==> src/rtl/uart_pkt_defs.sv <==
// Shared definitions for the UART packet receive controller: FSM states,
// error codes and the default frame start marker.
package uart_pkt_defs;

  typedef enum logic [2:0] {
    ST_IDLE,
    ST_LEN,
    ST_PAYLOAD,
    ST_CHK,
    ST_DRAIN
  } pkt_state_t;

  localparam logic [1:0] ERR_NONE    = 2'd0;
  localparam logic [1:0] ERR_LEN     = 2'd1;
  localparam logic [1:0] ERR_CHK     = 2'd2;
  localparam logic [1:0] ERR_TIMEOUT = 2'd3;

  localparam logic [7:0] DEFAULT_SYNC_BYTE = 8'hA5;

endpackage

==> src/rtl/uart_gap_timer.sv <==
// Inter-byte gap timer: counts armed cycles since the last kick and pulses
// expire once when the allowed gap has run out.
module uart_gap_timer #(
  parameter int unsigned TO_CYC = 20000
) (
  input  logic clk,
  input  logic rst,
  input  logic arm,
  input  logic kick,
  output logic expire
);

  localparam int unsigned CW = (TO_CYC > 1) ? $clog2(TO_CYC + 1) : 1;
  localparam logic [CW-1:0] LAST = CW'(TO_CYC - 2);

  logic [CW-1:0] cnt;

  // Fires as the count steps to TO_CYC-1, so the registered error lands
  // TO_CYC cycles after the last kick. A kick in the same cycle wins.
  assign expire = arm && !kick && (cnt == LAST);

  always_ff @(posedge clk or posedge rst) begin
    if (rst) begin
      cnt <= '0;
    end else if (!arm || kick || expire) begin
      cnt <= '0;
    end else begin
      cnt <= cnt + CW'(1);
    end
  end

endmodule

==> src/rtl/uart_pkt_rx_ctrl.sv <==
// Packet-level receive controller behind a byte UART: sync hunt, length /
// payload / checksum sequencing, inter-byte timeout, valid/ready drain.
module uart_pkt_rx_ctrl
  import uart_pkt_defs::*;
#(
  parameter int unsigned CLK_FREQ      = 50000000,
  parameter int unsigned BAUD_RATE     = 9600,
  parameter logic [7:0]  SYNC_BYTE     = DEFAULT_SYNC_BYTE,
  parameter int unsigned MAX_LEN       = 16,
  parameter int unsigned TIMEOUT_BYTES = 4
) (
  input  logic       clk,
  input  logic       rst,
  input  logic       enable,
  input  logic [7:0] rx_data,
  input  logic       rx_done,
  output logic [7:0] out_data,
  output logic       out_valid,
  input  logic       out_ready,
  output logic       out_last,
  output logic       pkt_ok,
  output logic       pkt_err,
  output logic [1:0] err_code,
  output logic       overrun
);

  localparam int unsigned TO_CYC    = TIMEOUT_BYTES * 10 * (CLK_FREQ / BAUD_RATE);
  localparam int unsigned AW        = (MAX_LEN > 1) ? $clog2(MAX_LEN) : 1;
  localparam logic [7:0]  MAX_LEN_B = 8'(MAX_LEN);

  // Downstream handshake: a byte moves when out_valid && out_ready at a rising
  // clk edge; while out_valid && !out_ready, out_data/out_valid/out_last hold.
  pkt_state_t state, state_n;
  logic [7:0] len, chk, wr_ptr, rd_ptr;
  logic [7:0] pbuf [MAX_LEN];
  logic       arm, expire, xfer;
  logic       load_len, buf_we, ok_n, err_n, ovr_n;
  logic [1:0] code_n;

  assign arm       = (state == ST_LEN) || (state == ST_PAYLOAD) || (state == ST_CHK);
  assign out_valid = (state == ST_DRAIN);
  assign out_data  = out_valid ? pbuf[rd_ptr[AW-1:0]] : 8'h00;
  assign out_last  = out_valid && (rd_ptr == len - 8'd1);
  assign xfer      = out_valid && out_ready;

  uart_gap_timer #(.TO_CYC(TO_CYC)) u_gap_timer (
    .clk   (clk),
    .rst   (rst),
    .arm   (arm),
    .kick  (rx_done),
    .expire(expire)
  );

  always_comb begin
    state_n  = state;
    ok_n     = 1'b0;
    err_n    = 1'b0;
    code_n   = err_code;
    ovr_n    = 1'b0;
    load_len = 1'b0;
    buf_we   = 1'b0;
    unique case (state)
      ST_IDLE: begin
        if (rx_done && enable && (rx_data == SYNC_BYTE)) state_n = ST_LEN;
      end
      ST_LEN, ST_PAYLOAD, ST_CHK: begin
        if (!enable) begin
          state_n = ST_IDLE;
        end else if (rx_done) begin
          if (state == ST_LEN) begin
            if ((rx_data == 8'd0) || (rx_data > MAX_LEN_B)) begin
              err_n   = 1'b1;
              code_n  = ERR_LEN;
              state_n = ST_IDLE;
            end else begin
              load_len = 1'b1;
              state_n  = ST_PAYLOAD;
            end
          end else if (state == ST_PAYLOAD) begin
            buf_we = 1'b1;
            if (wr_ptr + 8'd1 == len) state_n = ST_CHK;
          end else if (rx_data == chk) begin
            ok_n    = 1'b1;
            state_n = ST_DRAIN;
          end else begin
            err_n   = 1'b1;
            code_n  = ERR_CHK;
            state_n = ST_IDLE;
          end
        end else if (expire) begin
          err_n   = 1'b1;
          code_n  = ERR_TIMEOUT;
          state_n = ST_IDLE;
        end
      end
      ST_DRAIN: begin
        ovr_n = rx_done;
        if (xfer && out_last) state_n = ST_IDLE;
      end
      default: state_n = ST_IDLE;
    endcase
  end

  always_ff @(posedge clk or posedge rst) begin
    if (rst) begin
      state    <= ST_IDLE;
      len      <= '0;
      chk      <= '0;
      wr_ptr   <= '0;
      rd_ptr   <= '0;
      pkt_ok   <= 1'b0;
      pkt_err  <= 1'b0;
      err_code <= ERR_NONE;
      overrun  <= 1'b0;
    end else begin
      state    <= state_n;
      pkt_ok   <= ok_n;
      pkt_err  <= err_n;
      err_code <= code_n;
      overrun  <= ovr_n;
      if (load_len) begin
        len    <= rx_data;
        chk    <= rx_data;
        wr_ptr <= '0;
      end else if (buf_we) begin
        chk    <= chk ^ rx_data;
        wr_ptr <= wr_ptr + 8'd1;
      end
      if (state != ST_DRAIN) rd_ptr <= '0;
      else if (xfer)         rd_ptr <= rd_ptr + 8'd1;
    end
  end

  // Payload storage has no reset; it is only read after being fully written.
  always_ff @(posedge clk) begin
    if (buf_we) pbuf[wr_ptr[AW-1:0]] <= rx_data;
  end

endmodule

==> config.mk <==
export PLATFORM = sky130hd
export DESIGN_NAME = uart_pkt_rx_ctrl
export DESIGN_NICKNAME = d
export VERILOG_FILES = /design/src/rtl/uart_pkt_defs.sv /design/src/rtl/uart_gap_timer.sv /design/src/rtl/uart_pkt_rx_ctrl.sv
export SDC_FILE = /design/constraint.sdc
export NUM_CORES = 1
export LEC_CHECK = 0
export ABC_AREA = 0
export CORE_ASPECT_RATIO = 2
export CORE_UTILIZATION = 61
export DETAILED_ROUTE_END_ITERATION = 10
export GPL_TIMING_DRIVEN = 0
export PLACE_DENSITY_LB_ADDON = 0.1
export REMOVE_ABC_BUFFERS = 1
export SLEW_MARGIN = 20
export SYNTH_ARGS = -nofsm -noshare
export SYNTH_HDL_FRONTEND = slang
export SYNTH_SLANG_ARGS = --single-unit
==> constraint.sdc <==
create_clock -name clk -period 3.14 [get_ports clk]
set_input_delay 0.471 -clock clk [delete_from_list [all_inputs] [get_ports clk]]
set_output_delay 0.471 -clock clk [all_outputs]
set_load 0.1 [all_outputs]
==> impl_metrics.ini <==
[layout]
fin_util = 0.703
layout-drive-gt1-share = 0.194
synthToLayoutAreaGrowth_pct = 13.1
antennaDiodeCount = 0
nets = 605

[floorplanning]
core_sq_um = 13400
die-area_sq_um = 14100
ios = 28
start_util = 0.621
die_w_um = 84.5
row_count = 60
die_h_um = 167

[route]
drt-initial-drc-count = 368
routed_wirelength_um = 17900
dr_wl_met3_um = 515
ant_nets = 0
highest_layer = met4
via_per_inst = 6.44
drc = 3
wl_met1_um = 6360
dr.pass1.iters = 8
vias = 4846
route.met2.wl_um = 10600
wire_per_inst_um = 23.8

[grt]
overflow = 0
track_usage = 0.276
grt_pass1_vias = 5064
grt_max_degree = 52
grt_pass1_wl_um = 28500
antenna_found_initial = 0

[setup_path]
path_common_cell = mux4_2
cp_slowest_cell = mux4_2
critical_path_peak_fanout = 9
critical_path_arrival_ps = 2610
critPathKind = register to output pin
max_stage_delay_ps = 530
cp_cell_sequence = buf_12 -> mux4_2 -> mux4_2 -> and2_1 -> clkbuf_4
critPathLaunch = rd_ptr[0]$_DFFE_PP0P_
reg2reg_from = state[2]$_DFFE_PP0P_
critPathLaunchType = register
crit_required_ps = 2670
cp-end-kind = output pin

[sta]
finalHoldViolations = 0
rsz0062_at_grt = false
maxSlewHeadroom = 0.299
period_minus_slack_ps = 3090
tightestPinTransition_ps = 1050
hold-worst-slack_ps = 280
fin_crit_sh = 0.983
clock.fmax_mhz = 324
setup_violations = 0
drv_slew = 0
skew_ps = 14.1

[clock_network]
root_buffer = clkbuf_16
numClockSinks = 186
cts_tree = done
htree_levels = 4
clk_latency_ps = 430
clkTransAtPathRegs_ps = 70
cts_made_buffers = 17
cts.path.max_buffers = 2
ctsHoldBuffers = 0

[synthesis]
synth_seq_area_share = 0.638
synthTopCellsByCount = 128 x edfxtp_1, 58 x dfrtp_1, 41 x nor2_1
yosys.area.top_type = edfxtp_1
synth_area_per_cell_sq_um = 14.9
synthTopCellsByArea = edfxtp_1 46%, dfrtp_1 17%, mux4_2 11%
ys.flop_type = edfxtp_1
yosysUniqueCellTypes = 62
synth_edf_count = 128
synth_area_sq_um = 8300
syn_inst = 556
synth-seq-cells = 186
synth_top_cell_area_share = 0.463
async_flop_share = 0.312
synth_most_common_cell = edfxtp_1
ys.warnings.count = 0

[status]
failed_checks = DRC
status = finished, violations left

[run]
cap_violations = 0

[place]
port_buffers = 27
place_hpwl_um = 12000
routabilityCongestion = 0.895

[pwr]
p_leak_nw = 3.38
cellPowerDensity_nw_per_um2 = 615
irDropWorstVdd_v = 0.000432

[min_path]
holdCritPathClass = input pin to asynchronous set/reset pin
## what timing repair did
| item | in CTS | in global routing |
|---|---|---|
| buffers inserted | 3 | 0 |
| setup endpoints to repair | 19 | 14 |
| gates resized for setup | 50 | 13 |
## critical path, delay by kind of cell, from the launching register on
kind,cells,cell delay (ps)
muxes,2,1040
buffers and inverters,2,440
DFF,1,500
and+or+nand+nor,1,190
## stage by stage
step                      area, sq um  setup slack [ps]  TNS [ps]  total power [mW]  instances
final                            9390              54.7         0              5.77        752
after global routing             9390              3.54         0              5.97        752
after CTS                        9370              -163      -163              5.79        752
after detailed placement         8730              -772    -15220              3.59        717
after global placement           8640             -2240   -208580              3.55        712
after floorplan                  8170              -390     -5680              3.36        530
## report_power, final
group | leakage (nW) | switching, mW | internal [mW]
combinational | 1.14 | 0.444 | 0.275
sequential | 1.93 | 0.126 | 2.70
clock | 0.306 | 0.999 | 1.22
total | 3.38 | 1.57 | 4.20
## path summary, 6_finish.rpt
kind,to,depth (start not counted),slack (ps)
max,out_data[3],5,50
min,u_gap_timer.cnt[5]$_DFF_PP0_,2,280
max reg2reg,pbuf[15][3]$_DFFE_PP_,6,510
min reg2reg,err_code[0]$_DFFE_PP0P_,1,500
max in group asynchronous,rd_ptr[1]$_DFFE_PP0P_,3,2360
min in group clk,err_code[0]$_DFFE_PP0P_,1,500
## state kept, by name (all words and copies together), names as in the netlist
signal	cells
wr_ptr	8
len	8
u_gap_timer.cnt	18
pkt_ok	1
overrun	1
rd_ptr	8
err_code	2
state	3
pkt_err	1
pbuf	128
chk	8
## per-layer routing
metal  global-route usage  vias to the layer above
met5                    0                        -
met4               0.0958                        0
met3               0.0456                       25
met2                0.525                      122
met1                0.306                     2523
li1                     -                     2176
## cells in the final DEF, fill, tap and decap left out, types with 17 or more instances in the layout
cell and n:
clkbuf_16 17, mux4_2 40, xnor2_1 25, nand3_1 18, o21ai_0 20, nand2_1 23
dfrtp_1 56, xor2_1 23, edfxtp_1 128, nor2_1 41, and3_1 19
## final cells by class
| cell class | count | area, sq um |
|---|---|---|
| flip-flops and latches | 186 | 5300 |
| clock inverters | 15 | 199 |
| fillers | 905 | 3970 |
| clock buffers | 17 | 425 |
| multi-input cells | 332 | 2850 |
| repair buffers | 35 | 373 |
| inverters | 12 | 47.5 |
| well taps | 155 | 194 |
## kinds of logic after synthesis
kind of cell / count (synthesis) / share of synthesized area
compound gates: 58 / 0.0463
mux: 49 / 0.121
fa+ha+maj: 8 / 0.0121
simple gates: 169 / 0.111
xor+xnor: 48 / 0.0506
buf+inv: 38 / 0.0214
flops: 186 / 0.638
Note: power is estimated with default switching activity, not from simulation.
